===== src/rtl/alu_pkg.sv =====
// Shared ALUFN encodings and the result bundle used by the execute stage.
package alu_pkg;

  localparam int ALU_WIDTH = 32;

  // alufn[5:4] operation classes
  localparam logic [1:0] ALU_ARITH = 2'b00;
  localparam logic [1:0] ALU_BOOL  = 2'b01;
  localparam logic [1:0] ALU_SHIFT = 2'b10;
  localparam logic [1:0] ALU_CMP   = 2'b11;

  // Named opcodes
  localparam logic [5:0] ADD   = 6'b000000;
  localparam logic [5:0] SUB   = 6'b000001;
  localparam logic [5:0] AND   = 6'b011000;
  localparam logic [5:0] OR    = 6'b011110;
  localparam logic [5:0] XOR   = 6'b010110;
  localparam logic [5:0] SHL   = 6'b100000;
  localparam logic [5:0] SHR   = 6'b100001;
  localparam logic [5:0] SRA   = 6'b100011;
  localparam logic [5:0] CMPEQ = 6'b110011;
  localparam logic [5:0] CMPLT = 6'b110101;
  localparam logic [5:0] CMPLE = 6'b110111;

  typedef struct packed {
    logic [ALU_WIDTH-1:0] res;
    logic                 z;
    logic                 v;
    logic                 n;
  } alu_result_t;

endpackage


===== src/rtl/alu_execute_stage_shifter.sv =====
// Existing combinational barrel shifter: SHL, SHR (logical), SRA; code 10 falls back to SHL.
module ShifterModule #(
  parameter int WIDTH = 32
) (
  input  logic [5:0]       alufn,
  input  logic [WIDTH-1:0] a,
  input  logic [WIDTH-1:0] b,
  output logic [WIDTH-1:0] res
);

  localparam int SW = $clog2(WIDTH);

  logic [SW-1:0] amount;
  logic          unused_bits;

  assign amount      = b[SW-1:0];
  assign unused_bits = ^{alufn[5:2], b[WIDTH-1:SW]};

  // Select shift direction/kind from the low two alufn bits.
  always_comb begin
    res = a << amount;
    case (alufn[1:0])
      2'b01:   res = a >> amount;
      2'b11:   res = $signed(a) >>> amount;
      default: res = a << amount;
    endcase
  end

endmodule


===== src/rtl/alu_skid_buf.sv =====
// Two-entry skid buffer: output register O plus skid register S; in_ready is purely registered.
module alu_skid_buf #(
  parameter int DW = 35
) (
  input  logic          clk,
  input  logic          reset_n,
  input  logic          flush,
  input  logic          in_valid,
  output logic          in_ready,
  input  logic [DW-1:0] in_data,
  output logic          out_valid,
  input  logic          out_ready,
  output logic [DW-1:0] out_data
);

  logic          s_valid;
  logic [DW-1:0] s_data;
  logic          accept;
  logic          o_free;

  assign in_ready = !s_valid;
  assign accept   = in_valid && in_ready;
  assign o_free   = !out_valid || out_ready;

  // O refills from S first, otherwise from the input; a held O diverts new data into S.
  always_ff @(posedge clk or negedge reset_n) begin
    if (!reset_n) begin
      out_valid <= 1'b0;
      out_data  <= '0;
      s_valid   <= 1'b0;
      s_data    <= '0;
    end else if (flush) begin
      out_valid <= 1'b0;
      out_data  <= '0;
      s_valid   <= 1'b0;
      s_data    <= '0;
    end else if (o_free) begin
      if (s_valid) begin
        out_data  <= s_data;
        out_valid <= 1'b1;
        s_valid   <= 1'b0;
      end else if (accept) begin
        out_data  <= in_data;
        out_valid <= 1'b1;
      end else begin
        out_valid <= 1'b0;
      end
    end else if (accept) begin
      s_data  <= in_data;
      s_valid <= 1'b1;
    end
  end

endmodule


===== src/rtl/alu_execute_stage.sv =====
// Registered ALU execute stage: full ALUFN set with adder flags, delivered through a skid buffer.
module alu_execute_stage
  import alu_pkg::*;
#(
  parameter int WIDTH = 32
) (
  input  logic             clk,
  input  logic             reset_n,
  input  logic             flush,
  input  logic             in_valid,
  output logic             in_ready,
  input  logic [5:0]       alufn,
  input  logic [WIDTH-1:0] a,
  input  logic [WIDTH-1:0] b,
  output logic             out_valid,
  input  logic             out_ready,
  output logic [WIDTH-1:0] res,
  output logic             z,
  output logic             v,
  output logic             n
);

  logic             adder_sub;
  logic [WIDTH-1:0] b_eff;
  logic [WIDTH-1:0] sum;
  logic [WIDTH-1:0] bool_res;
  logic [WIDTH-1:0] shift_res;
  logic [WIDTH-1:0] cmp_res;
  logic [WIDTH-1:0] alu_res;
  logic             flag_z;
  logic             flag_v;
  logic             flag_n;
  logic             cmp_lt;
  logic [WIDTH+2:0] op_bundle;
  logic [WIDTH+2:0] out_bundle;

  // Adder runs for every op so the flags always reflect it; compares force subtraction.
  always_comb begin
    adder_sub = (alufn[5:4] == ALU_CMP) || alufn[0];
    b_eff     = adder_sub ? ~b : b;
    sum       = a + b_eff + WIDTH'(adder_sub);
    flag_z    = (sum == '0);
    flag_n    = sum[WIDTH-1];
    flag_v    = (a[WIDTH-1] == b_eff[WIDTH-1]) && (sum[WIDTH-1] != a[WIDTH-1]);
    cmp_lt    = flag_n ^ flag_v;
  end

  // Boolean unit: each result bit looks up the 4-bit truth table in alufn[3:0].
  always_comb begin
    bool_res = '0;
    for (int i = 0; i < WIDTH; i++) begin
      bool_res[i] = alufn[{b[i], a[i]}];
    end
  end

  // Signed compares derived from the subtraction flags; code 00 yields zero.
  always_comb begin
    cmp_res = '0;
    case (alufn[2:1])
      2'b01:   cmp_res[0] = flag_z;
      2'b10:   cmp_res[0] = cmp_lt;
      2'b11:   cmp_res[0] = cmp_lt | flag_z;
      default: cmp_res[0] = 1'b0;
    endcase
  end

  // Final result select by operation class.
  always_comb begin
    alu_res = sum;
    case (alufn[5:4])
      ALU_ARITH: alu_res = sum;
      ALU_BOOL:  alu_res = bool_res;
      ALU_SHIFT: alu_res = shift_res;
      ALU_CMP:   alu_res = cmp_res;
      default:   alu_res = sum;
    endcase
  end

  ShifterModule #(.WIDTH(WIDTH)) u_shifter (
    .alufn (alufn),
    .a     (a),
    .b     (b),
    .res   (shift_res)
  );

  assign op_bundle       = {alu_res, flag_z, flag_v, flag_n};
  assign {res, z, v, n}  = out_bundle;

  alu_skid_buf #(.DW(WIDTH + 3)) u_skid (
    .clk       (clk),
    .reset_n   (reset_n),
    .flush     (flush),
    .in_valid  (in_valid),
    .in_ready  (in_ready),
    .in_data   (op_bundle),
    .out_valid (out_valid),
    .out_ready (out_ready),
    .out_data  (out_bundle)
  );

endmodule


===== config.mk =====
export PLATFORM = sky130hd
export DESIGN_NAME = alu_execute_stage
export DESIGN_NICKNAME = d
export VERILOG_FILES = /design/src/rtl/alu_pkg.sv /design/src/rtl/alu_execute_stage_shifter.sv /design/src/rtl/alu_skid_buf.sv /design/src/rtl/alu_execute_stage.sv
export SDC_FILE = /design/constraint.sdc
export NUM_CORES = 1
export LEC_CHECK = 0
export CAP_MARGIN = 20
export CORE_MARGIN = 2
export CORE_UTILIZATION = 45
export CTS_BUF_LIST = sky130_fd_sc_hd__clkbuf_8
export DETAILED_ROUTE_END_ITERATION = 10
export GPL_TIMING_DRIVEN = 0
export PLACE_DENSITY = 0.65
export SKIP_LAST_GASP = 1
export SYNTH_ARGS = -nofsm -noshare
export SYNTH_HDL_FRONTEND = slang
export SYNTH_HIERARCHICAL = 1
export SYNTH_SLANG_ARGS = --single-unit

===== constraint.sdc =====
create_clock -name clk -period 1.75 [get_ports clk]
set_input_delay 0.2625 -clock clk [delete_from_list [all_inputs] [get_ports clk]]
set_output_delay 0.2625 -clock clk [all_outputs]
set_load 0.005 [all_outputs]

# [Word-level counts from Yosys, hierarchy flattened]
# Index checks and enable logic that the tools add are counted.
[totals] out_inout_bits=37 input_bits=75 reg_bits=72 elab_cells=150
[classes] bitwise=3 n_shift=3 reduce_logical=14 n_addsub=2 order_cmp=32 n_eq_ne=11 n_mux=81
[op_table] cell="$mux W35" n=6
[op_table] cell="$lt A2 B4 Y1 const B" n=32
[op_table] cell="$pmux W32 S4" n=1
[op_table] cell="$bmux W1 S2" n=32
[op_table] cell="$pmux W32 S2" n=1
[op_table] cell="$mux W1" n=39
[op_table] cell="$add A32 B1 Y32" n=1
[op_table] cell="$add A32 B32 Y32" n=1
[op_table] cell="$logic_not A32 Y1" n=1
[op_table] cell="$mux W32" n=1
[op_table] cell="$not A32 Y32" n=1
[op_table] cell="$shl A32 B5 Y32" n=1
[op_table] cell="$shr A32 B5 Y32" n=1
[op_table] cell="$sshr A32 B5 Y32" n=1
[op_table] cell="$eq A2 B2 Y1 const B" n=5
[op_table] cell="$eq A2 B1 Y1 const B" n=3
[op_table] cell="$reduce_bool A3 Y1" n=2
[op_table] cell="$reduce_and A2 Y1" n=2
[op_table] cell="$reduce_bool A2 Y1" n=2
[op_table] cell="$pmux W1 S3" n=1
[op_table] cell="$logic_and A1 B1 Y1" n=2
[op_table] cell="$logic_not A1 Y1" n=2
[op_table] cell="$logic_not A2 Y1" n=1
[op_table] cell="$logic_or A1 B1 Y1" n=2
[op_table] cell="5 further kinds" n=5

# [Longest topological paths before layout]
[depth] depth_word=15 ltp_mapped=17 mapped_depth_nobuf=14

# [Hierarchy]
# The synthesis kept the hierarchy.
[by_module_without_submodules] mod="ShifterModule" instances=1 area_each_um2=4421.7 cells_per_inst=512
[by_module_without_submodules] mod="alu_execute_stage" instances=1 area_each_um2=3856.2 cells_per_inst=512
[by_module_without_submodules] mod="alu_skid_buf" instances=1 area_each_um2=3108.0 cells_per_inst=279

# [Least setup slack after synthesis]
# OpenSTA, ideal clock, no wires.
[synth_path] path_kind="input -> register" start="input alufn[4]" end="register u_skid.out_data[3]" n_path_buf=3 required_ns=1.672 setup_slack_ns=-1.977 cell_stages=17 arrival_ns=3.649 path_cell_list="clkbuf_1 > a21oi_1 > clkbuf_1 > xnor2_1 > ha_1 > clkbuf_1 > a21oi_1 > o21ai_1 > o21ai_1 > a31oi_1 > or3_1 > a211oi_1 > nor4b_2 > nand4_1 > o31ai_1 > mux2i_1 > o2bb2ai_1"
[synth_between] elab_chain_len=15 elab_cells_between_ends=20 classes_between="add/sub: 2; eq/ne: 5; mux: 7; bitwise: 2; reduce/logical: 4"
[synth_rtl] element="start: declaration" line_no="alu_execute_stage.sv:12" rtl="input logic [5:0] alufn,"
[synth_rtl] element="$eq A2 B2 Y1" line_no="alu_execute_stage.sv:39, alu_execute_stage.sv:70"
[synth_rtl] element="$logic_or A1 B1 Y1" line_no="alu_execute_stage.sv:39" rtl="adder_sub = (alufn[5:4] == ALU_CMP) || alufn[0];"
[synth_rtl] element="$mux W32" line_no="alu_execute_stage.sv:40" rtl="b_eff = adder_sub ? ~b : b;"
[synth_rtl] element="$add A32 B32 Y32" line_no="alu_execute_stage.sv:41" rtl="sum = a + b_eff + WIDTH'(adder_sub);"
[synth_rtl] element="$add A32 B1 Y32" line_no="alu_execute_stage.sv:41"
[synth_rtl] element="$ne A1 B1 Y1" line_no="alu_execute_stage.sv:44" rtl="flag_v = (a[WIDTH-1] == b_eff[WIDTH-1]) && (sum[WIDTH-1] != a[WIDTH-1]);"
[synth_rtl] element="$logic_and A1 B1 Y1" line_no="alu_execute_stage.sv:44"
[synth_rtl] element="$xor A1 B1 Y1" line_no="alu_execute_stage.sv:45" rtl="cmp_lt = flag_n ^ flag_v;"
[synth_rtl] element="$or A1 B1 Y1" line_no="alu_execute_stage.sv:62" rtl="2'b11: cmp_res[0] = cmp_lt | flag_z;"
[synth_rtl] element="$pmux W1 S3" line_no="alu_execute_stage.sv:59" rtl="case (alufn[2:1])"
[synth_rtl] element="$pmux W32 S4 *" line_no="alu_execute_stage.sv:70" rtl="case (alufn[5:4])"
[synth_rtl] element="via alu_res[0]" line_no="alu_execute_stage.sv:29" rtl="logic [WIDTH-1:0] alu_res;"
[synth_rtl] element="$mux W35 *" line_no="alu_skid_buf.sv:42" rtl="end else if (accept) begin"
[synth_rtl] element="$mux W35 *" line_no="alu_skid_buf.sv:38" rtl="if (s_valid) begin"
[synth_rtl] element="$mux W35 *" line_no="alu_skid_buf.sv:37" rtl="end else if (o_free) begin"
[synth_rtl] element="$mux W35 *" line_no="alu_skid_buf.sv:32" rtl="end else if (flush) begin"
[synth_rtl] element="end signal: assignment" line_no="alu_skid_buf.sv:39" rtl="out_data <= s_data;"
[synth_rtl] element="end signal: assignment" line_no="alu_skid_buf.sv:43" rtl="out_data <= in_data;"
[synth_rtl] element="end: declaration" line_no="alu_skid_buf.sv:13" rtl="output logic [DW-1:0] out_data"
# The timed path passes the listed nets; every way through them passes the cells marked *. The select of a mux whose other input is x is not followed.
# A chain may end at the register's enable or synchronous reset.

# [Worst setup path in the final report]
# Same ends and word-level chain as after synthesis.

==> metrics <==
status=finished with violations; violated checks=negative setup slack; max-slew violations=0; largest area contributor in the synthesized netlist=mux4_2; routed wl met2=24750 um; top sig layer=met5; count leader, synth=nand2_1; Fin Setup TNS=-93.50 ns; Clock Latency Late Sink=roughly 0.37 ns; Net Sw Frac=44.79%; reported net switching power=slightly below 5000 uW; DR pass1 iterations=6; unrepaired setup endpoints after global routing=true; Yosys reg bits=72; GRT overflow=0; Final Setup Violations=71; combinational share of power=68.6%; Post-Synthesis Cells=approximately 1300; leak pwr=0.006370 uW; Synth top area share=roughly 18%; 1st-iter DRT viols=approximately 2200; I/O Pins=112; Max Fanout on Critical Path=8; share of post-route cells with drive strength above 1=a little over two fifths; pre-CTS setup slack=-3.080 ns; DR vias/cell=between 7 and 8; cell depth of the worst flop-to-flop path=5; vias in the first global route=12380; final wirelength=59240 um; endpoint class of the critical path=register; Mapped Avg Cell Area=8.738 um2; Design Area, Final=approximately 0.017 mm2; post-DP HPWL=40730 um; maximum root-to-sink buffer count=2; area of the multi-input gates=0.01079 mm2; row count=58; WP data arrival=~4 ns; CTS tree=built; Max-cap violations=0; Ant. Diodes=0; initial core utilization=a little under half; Async SR Flop Fraction=100.0%; Rel. slew slack=49.29%; PortBufs=110; Antenna Violating Nets Remaining=0; final core utilization=about two thirds; area delta synth->final=47.68%; vias post-DR=13540; endpoints failing hold=0; global-route wire length before repair=around 81000 um; drt wl/cell=approximately 31 um; clock buffer count from CTS=9; type of origin of the critical path=input pin; syn nets=1414; Placer Congestion=around 1.1; Pint=6048 uW; largest net degree at the start of global routing=71; sequential power share=approximately 16%; post-route minimum period=3.685 ns; Metal-1 WL=~22000 um; VDD IR-drop max=0.5121 mV; Critical R2R Capture=u_skid/out_data[31]$_DFFE_PN0P_; reg2reg setup slack=0.08 ns; synth unique cells=95; PD cells=651.5 mW/mm2; CP Capture Point=u_skid/out_data[3]$_DFFE_PN0P_; maximum clock rate=0.2714 GHz; flip-flop and latch area=about 0.0018 mm2; most common library cells after synthesis=nand2_1, a21oi_1, nor2_1, mux2i_1, mux4_2; Critical Path RT=2.05 ns; All-Layer GR Usage=41.28%; Remaining DRCs=0; H-tree levels=3; EDFF count, synth=0; crit path kind=input pin to register; RR Startpoint=u_skid/s_valid$_DFFE_PN0P_; clk root buf=clkbuf_8; part of the cycle the worst path needs=210.6%; clock transition at the registers of the reported paths=0.09 ns; Final #Nets=1661; type of the worst min-delay path=input pin to async pin; worst-margin pin slew=0.7606 ns; area of the die=0.02659 mm2; Ys Warns=6; clock skew=0.01384 ns; mapped cell area=around 0.011 mm2; Die Span X=163.1 um; total core area=0.02504 mm2; top cells by area, synth=mux4_2, dfrtp_1, mux2i_1; wire length on met3=about 8400 um; register area share after synthesis=between 10% and 20%; post-placement cell area=0.01320 mm2; top_reg_cell synth=dfrtp_1; final worst slack=-1.935 ns; TritonCTS Sinks=72; die height=163.1 um; initial antenna violation count=1; power share of the clock group=approximately 15%; Filler cells=1888; crit path from=alufn[4]
-- layout make-up --
class / count / share of cell area (%)
clock inverter: 7 / 0.7590
sequential: 72 / 10.72
tap: 330 / 2.456
buffer: 117 / 6.429
multi-input combinational: 1059 / 64.17
inverter: 47 / 1.086
timing repair buffer: 244 / 13.65
clock buffer: 9 / 0.7367
-- critical path: stages --
cell and delay (ns):
buf_8 0.11, clkbuf_16 0.14, a21oi_4 0.22, buf_6 0.15, clkbuf_16 0.17, xnor2_1 0.15
ha_1 0.34, a21oi_1 0.35, o21ai_1 0.17, a221o_1 0.38, a21oi_4 0.22, buf_4 0.19
xnor2_4 0.08, nor4_1 0.17, nand4_1 0.24, o31ai_4 0.35, mux2i_1 0.12, o2bb2ai_1 0.14
-- flip-flops by register name (all words and copies together) (netlist names) --
| register | cells |
|---|---|
| u_skid/s_data | 35 |
| u_skid/s_valid | 1 |
| u_skid/out_valid | 1 |
| u_skid/out_data | 35 |
-- per-layer routing --
layer	vias to the layer above	track usage, %
met5	-	0
met4	2	12.55
met3	277	13.33
li1	5451	-
met2	1224	61.19
met1	6590	57.48
-- cell usage in the layout, fill, tap and decap left out, types with 11 or more instances in the layout --
cell type | netlist | final
nand2_1 | 154 | 141
buf_4 | 10 | 105
nor2_1 | 111 | 94
mux4_2 | 92 | 92
mux2i_1 | 100 | 82
dfrtp_1 | 72 | 72
clkdlybuf4s50_1 | 0 | 69
a21oi_1 | 112 | 67
buf_6 | 19 | 51
inv_1 | 43 | 42
o2bb2ai_1 | 36 | 35
clkbuf_1 | 66 | 32
o22ai_2 | 1 | 27
a21oi_2 | 4 | 27
a21oi_4 | 1 | 23
xnor2_2 | 0 | 21
ha_4 | 0 | 20
clkbuf_2 | 0 | 20
buf_12 | 2 | 19
o21ai_0 | 39 | 18
buf_2 | 24 | 18
clkbuf_8 | 1 | 17
nand3_1 | 26 | 16
mux2_2 | 20 | 16
o21ai_2 | 1 | 15
mux2i_2 | 0 | 15
nor3_1 | 23 | 15
xnor2_4 | 0 | 14
nor2_2 | 0 | 13
nand4_1 | 13 | 13
o211ai_1 | 13 | 13
o21ai_1 | 7 | 11
ha_1 | 35 | 11
-- cell families (layout without fill, tap and decap cells) --
family / Yosys count / after routing / share of synthesized area (%)
mux: 221 / 221 / 30.95
fa+ha+maj: 37 / 37 / 4.110
xor+xnor: 59 / 59 / 4.539
simple gates: 385 / 385 / 15.34
buf+inv: 172 / 424 / 7.890
compound gates: 357 / 357 / 21.35
flops: 72 / 72 / 15.82
-- worst min-delay path by stage --
stage | start | to
floorplan | reset_n | u_skid/out_data[0]$_DFFE_PN0P_
global placement | u_skid/out_data[26]$_DFFE_PN0P_ | u_skid/out_data[26]$_DFFE_PN0P_
detailed placement | reset_n | u_skid/out_data[31]$_DFFE_PN0P_
CTS | reset_n | u_skid/out_data[31]$_DFFE_PN0P_
global route | reset_n | u_skid/out_data[33]$_DFFE_PN0P_
finish | reset_n | u_skid/out_data[31]$_DFFE_PN0P_
-- per-stage QoR --
step                      hold slack, ns  total power (uW)  std cells
after CTS                         0.2427              9673       1848
after global routing              0.2602             11220       1885
after floorplan                 -0.03309              4836       1303
after detailed placement         0.06685              6609       1745
after global placement            0.4746              6619       1743
final                             0.2691             10950       1885
-- power groups by stage --
stage	combinational, uW	sequential [uW]	clock (uW)
after global placement	4790	1830	0
after CTS	6210	1800	1670
final	7510	1800	1650
after floorplan	3010	1830	0
after global routing	7670	1810	1750
after detailed placement	4780	1830	0
-- timing repair --
item | 4_1_cts | 5_1_grt
pin swaps | 96 | 88
gates cloned | 3 | 1
setup endpoints to repair | 71 | 71
hold buffers | 1 | 0
hold endpoints to repair | 72 | 0
setup buffers | 85 | 44
resized for setup | 436 | 203
Power figures use the tool's default switching activity.
